File: src/rtl/pipe_pkg.sv
// Shared pipeline definitions: register IDs, default depths, load codes.
// Used by decode, writeback and the hazard unit.
package pipe_pkg;

  localparam int REG_ADDR_W = 5;
  localparam logic [REG_ADDR_W-1:0] REG_ZERO = 5'd0;

  localparam int DEF_WB_DEPTH      = 3;
  localparam int DEF_SQUASH_CYCLES = 2;

  typedef enum logic [2:0] {
    LD_NONE = 3'd0,
    LD_B    = 3'd1,
    LD_H    = 3'd2,
    LD_W    = 3'd3,
    LD_BU   = 3'd4,
    LD_HU   = 3'd5
  } ld_code_t;

  function automatic logic reg_hit(
    input logic [REG_ADDR_W-1:0] src,
    input logic                  used,
    input logic [REG_ADDR_W-1:0] dst
  );
    return used && (src != REG_ZERO) && (src == dst);
  endfunction

endpackage

File: src/rtl/hazard_scoreboard.sv
// In-flight destination shift register mirroring decode->writeback,
// with source comparators producing the RAW hazard flag.
module hazard_scoreboard
  import pipe_pkg::*;
#(
  parameter int DEPTH = DEF_WB_DEPTH
) (
  input  logic                  clk,
  input  logic                  rst,
  input  logic                  shift_en,
  input  logic [REG_ADDR_W-1:0] dst_in,
  input  logic [REG_ADDR_W-1:0] a0,
  input  logic [REG_ADDR_W-1:0] a1,
  input  logic                  rs1_used,
  input  logic                  rs2_used,
  output logic                  raw
);

  logic [REG_ADDR_W-1:0] sb [DEPTH];

  always_ff @(posedge clk or negedge rst) begin
    if (!rst) begin
      for (int i = 0; i < DEPTH; i++)
        sb[i] <= REG_ZERO;
    end else if (shift_en) begin
      sb[0] <= dst_in;
      for (int i = 1; i < DEPTH; i++)
        sb[i] <= sb[i-1];
    end
  end

  // Duplicates are legal; any matching slot hazards.
  always_comb begin
    raw = 1'b0;
    for (int i = 0; i < DEPTH; i++)
      raw = raw
          | reg_hit(a0, rs1_used, sb[i])
          | reg_hit(a1, rs2_used, sb[i]);
  end

endmodule

File: src/rtl/hazard_control.sv
// Stall/squash/hold control for decode and fetch.
// Optional perf counters enabled by HAZARD_PERF_CNT_EN.
module hazard_control
  import pipe_pkg::*;
#(
  parameter int WB_DEPTH      = DEF_WB_DEPTH,
  parameter int SQUASH_CYCLES = DEF_SQUASH_CYCLES,
  parameter int CNT_W         = 32
) (
  input  logic                  clk,
  input  logic                  rst,
  input  logic [REG_ADDR_W-1:0] a0,
  input  logic [REG_ADDR_W-1:0] a1,
  input  logic                  rs1_used,
  input  logic                  rs2_used,
  input  logic [REG_ADDR_W-1:0] a2_hazard,
  input  logic                  jmp_taken,
  input  logic                  mem_busy,
  output logic                  stall,
  output logic                  hold_fetch,
  output logic                  squash
`ifdef HAZARD_PERF_CNT_EN
  ,
  output logic [CNT_W-1:0]      raw_bubble_cnt,
  output logic [CNT_W-1:0]      jmp_bubble_cnt
`endif
);

  localparam logic [2:0] SQ_LOAD = 3'(SQUASH_CYCLES - 1);

  logic [2:0] sq_cnt;
  logic       raw;
  logic       jmp_active;
  logic [REG_ADDR_W-1:0] dst_in;

  assign stall      = mem_busy & rst;
  assign jmp_active = (jmp_taken & ~stall) | (sq_cnt != 3'd0);
  assign squash     = jmp_active | raw | ~rst;
  assign hold_fetch = raw & ~jmp_active & rst;
  assign dst_in     = squash ? REG_ZERO : a2_hazard;

  hazard_scoreboard #(
    .DEPTH (WB_DEPTH)
  ) u_sb (
    .clk      (clk),
    .rst      (rst),
    .shift_en (~stall),
    .dst_in   (dst_in),
    .a0       (a0),
    .a1       (a1),
    .rs1_used (rs1_used),
    .rs2_used (rs2_used),
    .raw      (raw)
  );

  // A jump during a squash window restarts the window.
  always_ff @(posedge clk or negedge rst) begin
    if (!rst) begin
      sq_cnt <= 3'd0;
    end else if (!stall) begin
      if (jmp_taken)
        sq_cnt <= SQ_LOAD;
      else if (sq_cnt != 3'd0)
        sq_cnt <= sq_cnt - 3'd1;
    end
  end

`ifdef HAZARD_PERF_CNT_EN
  always_ff @(posedge clk or negedge rst) begin
    if (!rst) begin
      raw_bubble_cnt <= '0;
      jmp_bubble_cnt <= '0;
    end else if (!stall) begin
      if (raw && !jmp_active && !(&raw_bubble_cnt))
        raw_bubble_cnt <= raw_bubble_cnt + 1'b1;
      if (jmp_active && !(&jmp_bubble_cnt))
        jmp_bubble_cnt <= jmp_bubble_cnt + 1'b1;
    end
  end
`else
  logic [CNT_W-1:0] unused_cnt_w;
  assign unused_cnt_w = '0;
`endif

endmodule

File: config.mk
export PLATFORM = sky130hd
export DESIGN_NAME = hazard_control
export DESIGN_NICKNAME = d
export VERILOG_FILES = /design/src/rtl/pipe_pkg.sv /design/src/rtl/hazard_scoreboard.sv /design/src/rtl/hazard_control.sv
export SDC_FILE = /design/constraint.sdc
export NUM_CORES = 1
export LEC_CHECK = 0
export ABC_AREA = 1
export BUFFER_PORTS_ARGS = -buffer_cell sky130_fd_sc_hd__buf_4
export CELL_PAD_IN_SITES_DETAIL_PLACEMENT = 0
export CELL_PAD_IN_SITES_GLOBAL_PLACEMENT = 1
export CORE_AREA = 2 2 75 77
export DETAILED_ROUTE_END_ITERATION = 16
export DIE_AREA = 0 0 77 79
export PLACE_DENSITY = 0.66
export SLEW_MARGIN = 20
export SYNTH_ARGS = -nofsm -noshare
export SYNTH_HDL_FRONTEND = slang
export SYNTH_SLANG_ARGS = --single-unit
File: constraint.sdc
create_clock -name clk -period 4 [get_ports clk]
set_clock_uncertainty 0.1 [all_clocks]
set_input_delay 0.8 -clock clk [delete_from_list [all_inputs] [get_ports clk]]
set_output_delay 0.8 -clock clk [all_outputs]
set_load 0.005 [all_outputs]
==> out/metrics.yaml, run 1 <==
routing:
  drtIter0Drc: 33
  wirelength_um: 2914
  drtPass1Iterations: 4
  via_per_inst: 3.965
  detail-route-antenna-nets: 0
  vias: 1126
  drc_errors: 0
  wl_per_cell_um: 10.26
setup_path:
  reg2reg_from: "sq_cnt[0]"
  timing.rr.end: "u_sb.sb[10]"
  critical_path_class: "primary input to output port"
  crit_fanout: 20
  worst_setup_path_end_kind: "output port"
  cp_common_cell: "buf_4"
  worstPathRequired_ns: 3.10
  worstSetupStartpointType: "primary input"
  ff2ff_path_depth: 7
  path_buf_inv: 3
  crit_family: "buffers and inverters"
  slowest_stage: "inv_2"
  worstPathArrival_ns: 1.86
  reg2reg_setup_slack_ns: 2.48
  cp.depth: 4
  crit_chain: "buf_4, nand2_1, inv_2, buf_4"
  max_stage_delay_ns: 0.34
die:
  die_area_um2: 6083
  fp.dieH_um: 79
  initial_core_util: 0.2417
  num_rows: 27
  die_w_um: 77
  core_um2: 5338
  ioPinCount: 24
grt:
  grt_overflow: 0
  grt_max_degree: 21
  antenna_found_initial: 0
  grt_pass1_wl_um: 4940
  grt_pass1_vias: 1045
  gr-usage-all-layers: 0.1049
synthesis:
  synth_area_leaders: "dfrtp_1 (35%), nand2_1 (18%), xor2_1 (9.5%)"
  synthCells: 187
  synthesis.nets: 210
  syn_area_per_cell_um2: 6.898
  netlist_area_um2: 1290
  yosys.cell_count.top_type: "nand2_1"
  synth_edf_count: 0
  synthArstFlopShare: 1.000
  yosysWarnings: 0
  ys_ff_latch: 18
  yosysTopAreaCell: "dfrtp_1"
  yosys-top-cells-count: "nand2_1 (61), inv_1 (22), dfrtp_1 (18), nor2_1 (18), xor2_1 (14)"
  synth.top_cell.area_share: 0.3492
  ys_types: 22
  yosysSeqAreaShare: 0.3492
  synth_ff_type: "dfrtp_1"
power_and_ir_drop:
  powerDensity_nw_per_um2: 359.9
  vdd_drop_max_mv: 0.1479
  power_leakage_uw: 0.0008591
  total_power_uw: 575.5
timing:
  fin_setup_tns_ns: 0
  hold_violations: 0
  slew_headroom: 0.7348
  period_needed_ns: 2.764
  maxSlewViolCount: 0
  rsz0062_at_grt: "no"
  fmax_mhz: 361.8
  tightest_slew_ns: 0.3968
  period_share: 0.6911
  setup_viol: 0
clocking:
  cts_buffers: 3
  max-clock-path-buffers: 2
  clk_pin_slew_ns: 0.07
  htreeDepth: 1
  post_cts_buffers: 0
  clk_latency_ns: 0.25
  cts_root_buf: "clkbuf_8"
  cts_hold_buf: 0
  cts_tree: "done"
  cts_resized: 0
  clock_sinks: 18
run:
  cap_violations: 0
cells_and_area:
  finish.net_count: 236
  utilization: 0.2996
  drive_above_1_share: 0.2170
  n_antenna_cell: 0
  synthToLayoutAreaGrowth_pct: 23.96
run_status:
  status: "completed"
place:
  portBuffers: 23
  globalplace.congestion: 0.8454
  hpwl_um: 2408
worst_hold_path:
  hold_path_class: "primary input to async pin"
==> worst max-delay path by stage <==
| stage | startpoint | end |
|---|---|---|
| after floorplan | a0[1] | hold_fetch |
| after global placement | rst | stall |
| after detailed placement | rst | stall |
| after CTS | rst | stall |
| after global routing | rst | stall |
| final | rst | stall |
==> per-layer routing <==
| metal | global-route usage | routed length (µm) |
|---|---|---|
| met1 | 0.1523 | 1529 |
| met2 | 0.1561 | 1236 |
| met3 | 0.01477 | 118 |
| met4 | 0.04286 | 29 |
| met5 | 0 | 0 |
==> final cells by class <==
cell class | count | area (µm²)
clock buffer | 4 | 55.05
tap | 72 | 90.09
multi-input combinational | 136 | 713.2
fill | 626 | 3739
inverter | 31 | 117.6
timing repair buffer | 23 | 172.7
sequential | 18 | 450.4
==> stage by stage <==
step           hold slack, ns  cell area (µm²)  setup WS [ns]  std cells
3_5_place_dp           0.4398             1544          1.199        280
4_1_cts                0.3176             1599          1.198        284
3_3_place_gp           0.4213             1544          1.218        280
6_report               0.3124             1599          1.236        284
5_1_grt                0.3264             1599          1.066        284
2_1_floorplan          0.3960             1290          1.628        187
==> flip-flops by register name, indices dropped and copies added (netlist names) <==
name     flops
sq_cnt       3
u_sb.sb     15
==> kinds of logic after synthesis <==
group	synth area share
simple gates	0.3346
xor+xnor	0.1222
fa+ha+maj	0.01940
flops	0.3492
compound gates	0.07662
buf+inv	0.09795
==> report_power, final <==
group | total, µW | internal [µW] | switching (µW)
clock | 147 | 87.3 | 59.8
sequential | 241 | 214 | 27.9
combinational | 187 | 81.7 | 105
==> cell usage in the layout (no fill, tap or decap) <==
| master | synthesis | final |
|---|---|---|
| o21ai_0 | 9 | 9 |
| inv_2 | 8 | 8 |
| nor2_1 | 18 | 18 |
| nand4_1 | 6 | 6 |
| nand3_2 | 3 | 3 |
| xor2_1 | 14 | 14 |
| inv_1 | 22 | 22 |
| ha_1 | 2 | 2 |
| a21oi_2 | 1 | 1 |
| nand2_1 | 61 | 61 |
| clkinv_2 | 1 | 1 |
| o22ai_1 | 2 | 2 |
| nand2_4 | 2 | 2 |
| dfrtp_1 | 18 | 18 |
| nand3_1 | 4 | 4 |
| xnor2_1 | 4 | 4 |
| o211ai_1 | 1 | 1 |
| clkbuf_8 | 0 | 4 |
| nand2_2 | 3 | 3 |
| nor2_2 | 1 | 1 |
| buf_4 | 0 | 23 |
| o21ai_1 | 5 | 5 |
==> worst register-to-register path, stage by stage (launching register included) <==
cell	delay (ns)
dfrtp_1	0.33
inv_1	0.06
ha_1	0.20
ha_1	0.20
o211ai_1	0.16
clkinv_2	0.17
nand4_1	0.13
nand2_1	0.05
Note: power is estimated with default switching activity, not from simulation.
==> run 2: changes to the inputs <==
--- a/config.mk
+++ b/config.mk
@@ -12,7 +12,7 @@
 export CORE_AREA = 2 2 75 77
 export DETAILED_ROUTE_END_ITERATION = 16
 export DIE_AREA = 0 0 77 79
-export PLACE_DENSITY = 0.66
+export PLACE_DENSITY = 0.68
 export SLEW_MARGIN = 20
 export SYNTH_ARGS = -nofsm -noshare
 export SYNTH_HDL_FRONTEND = slang
==> constraint.sdc (replaced) <==
create_clock -name clk -period 2.5 [get_ports clk]
set_clock_uncertainty 0.1 [all_clocks]
set_input_delay 0.5 -clock clk [delete_from_list [all_inputs] [get_ports clk]]
set_output_delay 0.5 -clock clk [all_outputs]
set_load 0.005 [all_outputs]
==> run 2 against run 1 <==
  * First-iteration DRC count is 70% higher
  * Via count rose by 1.1%
  * Die area unchanged
  * Non-clock buffer count rose by 2
  * Clock-buffer cell count unchanged
  * Total power up 60%
  * Worst setup slack got worse by 0.94 ns
  * Register-to-register slack worse by 1.5 ns
  * Global-route usage increased by 0.30 points
  * Worst hold slack got worse by 0.30 ns
  * Critical path type is now register to output port
==> out/metrics.yaml, run 2 (synthesis results as in run 1) <==
run_status:
  status: "completed"
cells_and_area:
  largest-register: "u_sb.sb"
  synthToLayoutAreaGrowth_pct: 25.12
  largest_register_ffs: 15
  instances_no_fill: 286
  top_regs: "u_sb.sb: 15 flops, sq_cnt: 3 flops"
  layout_commonest_cell: "nand2_1"
  finish.net_count: 238
  utilization: 0.3024
  drive_above_1_share: 0.2243
  n_antenna_cell: 0
  mostFrequentLayoutCells: "nand2_1 (61), buf_4 (25), inv_1 (22)"
place:
  hpwl_um: 2436
  globalplace.congestion: 0.7674
  portBuffers: 23
  post-place-ws_ns: 0.3629
  placed_cells: 282
power_and_ir_drop:
  seqPwrFrac: 0.417
  clkPwrFrac: 0.255
  vdd_drop_max_mv: 0.2041
  p_int_uw: 615.1
  power_switching_uw: 307.9
  powerDensity_nw_per_um2: 571.9
  combPwrFrac: 0.328
  swShare: 0.3336
  power_leakage_uw: 0.0008687
timing:
  rsz0062_at_grt: "no"
  fin_setup_tns_ns: 0
  hold_violations: 0
  slew_headroom: 0.7833
  setup_viol: 0
  fmax_mhz: 453.7
  tightest_slew_ns: 0.3236
  postLayoutSetupSlackWorst_ns: 0.2961
  maxSlewViolCount: 0
  period_needed_ns: 2.204
  period_share: 0.8816
  holdWs_ns: 0.01450
worst_hold_path:
  hold_path_class: "primary input to async pin"
setup_path:
  reg2reg_setup_slack_ns: 0.98
  crit_fanout: 6
  reg2reg_from: "sq_cnt[0]"
  worstPathArrival_ns: 1.60
  worstSetupStartpointType: "register"
  critical_path_class: "register to output port"
  worstPathRequired_ns: 1.90
  timing.rr.end: "u_sb.sb[13]"
  ff2ff_path_depth: 7
  worst_setup_path_end_kind: "output port"
routing:
  vias: 1138
  detail-route-antenna-nets: 0
  wirelength_um: 2989
  drtIter0Drc: 56
  drtPass1Iterations: 4
  wl_per_cell_um: 10.45
  drc_errors: 0
  via_per_inst: 3.979
clocking:
  clock_sinks: 18
  cts_hold_buf: 0
  clk_latency_ns: 0.25
  htreeDepth: 1
  clk_pin_slew_ns: 0.07
  cts_resized: 0
  cts_buffers: 3
  max-clock-path-buffers: 2
  cts_root_buf: "clkbuf_8"
  post_cts_buffers: 0
  cts_tree: "done"
die:
  fp.dieH_um: 79
  ioPinCount: 24
  die_w_um: 77
  core_um2: 5338
  die_area_um2: 6083
  num_rows: 27
  initial_core_util: 0.2417
grt:
  grt_pass1_vias: 1122
  antenna_found_initial: 0
  grt_max_degree: 21
  grt_pass1_wl_um: 5140
  gr-usage-all-layers: 0.1079
  grt_overflow: 0
run:
  cap_violations: 0
## run 2: cell types whose count changed in the layout (fill, tap and decap cells not counted), sizes merged
cell / change
buf: +2
## run 2: metrics by stage
step / power, µW / instance area (µm²)
floorplan: 594.4 / 1290
global placement: 692.5 / 1559
finish: 923.0 / 1614
CTS: 944.1 / 1614
global route: 1009 / 1614
detailed placement: 699.2 / 1559
## run 2: worst max path at each step
stage / depth (start not counted) / slack (ns) / end / start
after global routing: 12 / 0.13 / hold_fetch / u_sb.sb[6]
after CTS: 12 / 0.28 / hold_fetch / u_sb.sb[6]
after global placement: 13 / 0.36 / hold_fetch / a0[1]
final: 12 / 0.30 / hold_fetch / u_sb.sb[6]
after floorplan: 11 / 0.73 / hold_fetch / a0[1]
after detailed placement: 13 / 0.36 / hold_fetch / a0[1]
## run 2: power by group through the flow
stage	clock network (µW)	registers, µW	logic [µW]
finish	235	385	303
floorplan	0	378	217
global route	262	392	355
CTS	249	385	311
global placement	0	390	302
detailed placement	0	391	309
## run 2: area by class of cell
| class | instances | area (µm²) |
|---|---|---|
| flip-flops and latches | 18 | 450.4 |
| multi-input cells | 136 | 713.2 |
| inverters | 31 | 117.6 |
| fillers | 612 | 3724 |
| clock buffers | 4 | 55.05 |
| repair buffers | 25 | 187.7 |
| well taps | 72 | 90.09 |
## run 2: routing by layer
metal,vias up,wire length [µm],track usage
met4,0,27,0.04286
met1,486,1533,0.1455
met2,16,1305,0.1711
met5,-,0,0
li1,634,-,-
met3,2,122,0.02045
## run 2: critical path, cell delays in order (launching register included)
cell	delay [ns]
dfrtp_1	0.42
inv_1	0.12
nand2_1	0.06
nand2_1	0.07
nand2_1	0.06
nor2_1	0.11
nand2_2	0.06
nand3_2	0.09
nand2_4	0.07
nand2_2	0.07
inv_2	0.04
nor2_2	0.07
buf_4	0.11
==> run 3: changes to the inputs <==
--- a/config.mk
+++ b/config.mk
@@ -7,11 +7,12 @@
 export LEC_CHECK = 0
 export ABC_AREA = 1
 export BUFFER_PORTS_ARGS = -buffer_cell sky130_fd_sc_hd__buf_4
+export CAP_MARGIN = 10
 export CELL_PAD_IN_SITES_DETAIL_PLACEMENT = 0
 export CELL_PAD_IN_SITES_GLOBAL_PLACEMENT = 1
-export CORE_AREA = 2 2 75 77
+export CORE_AREA = 2 2 79 74
 export DETAILED_ROUTE_END_ITERATION = 16
-export DIE_AREA = 0 0 77 79
+export DIE_AREA = 0 0 81 76
 export PLACE_DENSITY = 0.68
 export SLEW_MARGIN = 20
 export SYNTH_ARGS = -nofsm -noshare
==> run 3 against run 2 <==
  * Design area is 0.15% lower
  * Global-route usage is 0.14 points lower
  * Worst setup slack worse by 0.0048 ns
  * Clock-buffer cell count stayed put
  * Worst hold slack worse by 0.0015 ns
  * Die area is 1.2% higher
  * Combinational power hardly changed
  * First-iteration DRC count is 11% higher
  * Register-to-register slack hardly changed
  * Cell count is 0.70% lower
  * Sequential cell count stayed put
  * Fmax is 0.22% lower
==> out/metrics.yaml, run 3 (synthesis results as in run 1) <==
run_status:
  status: "completed"
grt:
  grt_pass1_vias: 1093
  grt_max_degree: 21
  gr-usage-all-layers: 0.1065
  grt_overflow: 0
  grt_pass1_wl_um: 5099
  antenna_found_initial: 0
cells_and_area:
  multi_input_area_um2: 713.2
  fillers: 625
  finalInstanceArea_um2: 1612
  largest-register: "u_sb.sb"
  drive_above_1_share: 0.2243
  top_regs: "u_sb.sb: 15 flops, sq_cnt: 3 flops"
  synthToLayoutAreaGrowth_pct: 24.93
  utilization: 0.2984
  largest_register_ffs: 15
  n_antenna_cell: 0
  regArea_um2: 450.4
  mostFrequentLayoutCells: "nand2_1 (61), buf_4 (25), inv_1 (22)"
  finish.net_count: 238
  layout_commonest_cell: "nand2_1"
timing:
  postLayoutSetupSlackWorst_ns: 0.2912
  period_share: 0.8835
  hold_violations: 0
  fin_setup_tns_ns: 0
  fmax_mhz: 452.7
  period_needed_ns: 2.209
  maxSlewViolCount: 0
  slew_headroom: 0.7777
  tightest_slew_ns: 0.3320
  rsz0062_at_grt: "no"
  setup_viol: 0
clocking:
  clock_sinks: 18
  clk_latency_ns: 0.25
  clk_pin_slew_ns: 0.07
  cts_buffers: 3
  htreeDepth: 1
  cts_hold_buf: 0
  cts_resized: 0
  post_cts_buffers: 0
  cts_root_buf: "clkbuf_8"
  max-clock-path-buffers: 2
  cts_tree: "done"
setup_path:
  worstPathArrival_ns: 1.61
  crit_fanout: 6
  reg2reg_setup_slack_ns: 0.97
  ff2ff_path_depth: 7
  worst_setup_path_end_kind: "output port"
  timing.rr.end: "u_sb.sb[12]"
  reg2reg_from: "sq_cnt[0]"
  worstSetupStartpointType: "register"
  worstPathRequired_ns: 1.90
  critical_path_class: "register to output port"
place:
  placement.cell_area_um2: 1556
  post-place-ws_ns: 0.3820
  hpwl_um: 2417
  globalplace.congestion: 0.8630
  portBuffers: 23
worst_hold_path:
  hold_path_class: "primary input to async pin"
routing:
  drc_errors: 0
  wl_per_cell_um: 10.62
  via_per_inst: 4.000
  detail-route-antenna-nets: 0
  vias: 1136
  wirelength_um: 3017
  drtPass1Iterations: 4
  drtIter0Drc: 62
die:
  initial_core_util: 0.2389
  core_um2: 5400
  num_rows: 26
  die_area_um2: 6156
  fp.dieH_um: 76
  ioPinCount: 24
  die_w_um: 81
run:
  cap_violations: 0
power_and_ir_drop:
  powerDensity_nw_per_um2: 575.6
  vdd_drop_max_mv: 0.2118
  power_leakage_uw: 0.0008687
  total_power_uw: 927.6
## run 3: worst max-delay path by stage
stage,endpoint,start,slack (ns),cells past startpoint
global route,hold_fetch,u_sb.sb[6],0.1,12
finish,hold_fetch,u_sb.sb[6],0.29,12
floorplan,hold_fetch,a0[1],0.73,11
global placement,hold_fetch,a0[1],0.39,13
CTS,hold_fetch,u_sb.sb[6],0.28,12
detailed placement,hold_fetch,a0[1],0.38,13
## run 3: area by class of cell
cell class	instances	share of cell area
clock buffers	4	0.03416
inverters	31	0.07298
well taps	70	0.05435
multi-input cells	136	0.4425
flip-flops and latches	18	0.2795
repair buffers	25	0.1165
## run 3: report_power, final
part / leakage [µW] / switching [µW] / internal [µW] / total [µW]
sequential: 0.000244 / 45.2 / 342 / 387
clock: 0.0000288 / 99.5 / 140 / 239
combinational: 0.000596 / 169 / 133 / 302
total: 0.000869 / 313 / 614 / 928
## run 3: layer usage
layer  global-route usage  share of wire  up-vias
li1                     -              -      624
met1               0.1609           0.54      489
met2               0.1512           0.41       21
met3              0.02607          0.039        2
met4              0.02542         0.0089        0
met5                    0              0        -
## run 3: worst max-delay path, stage by stage (launching register included)
cell and delay [ns]:
dfrtp_1 0.42, inv_1 0.13, nand2_1 0.07, nand2_1 0.06, nand2_1 0.05, nor2_1 0.11, nand2_2 0.06, nand3_2 0.09
nand2_4 0.07, nand2_2 0.07, inv_2 0.04, nor2_2 0.07, buf_4 0.11
## run 3: through the flow
step           instances  hold slack (ns)
6_report             284          0.01295
5_1_grt              284          0.01743
4_1_cts              284          0.01077
3_5_place_dp         280           0.2961
3_3_place_gp         280           0.2959
2_1_floorplan        187           0.1044
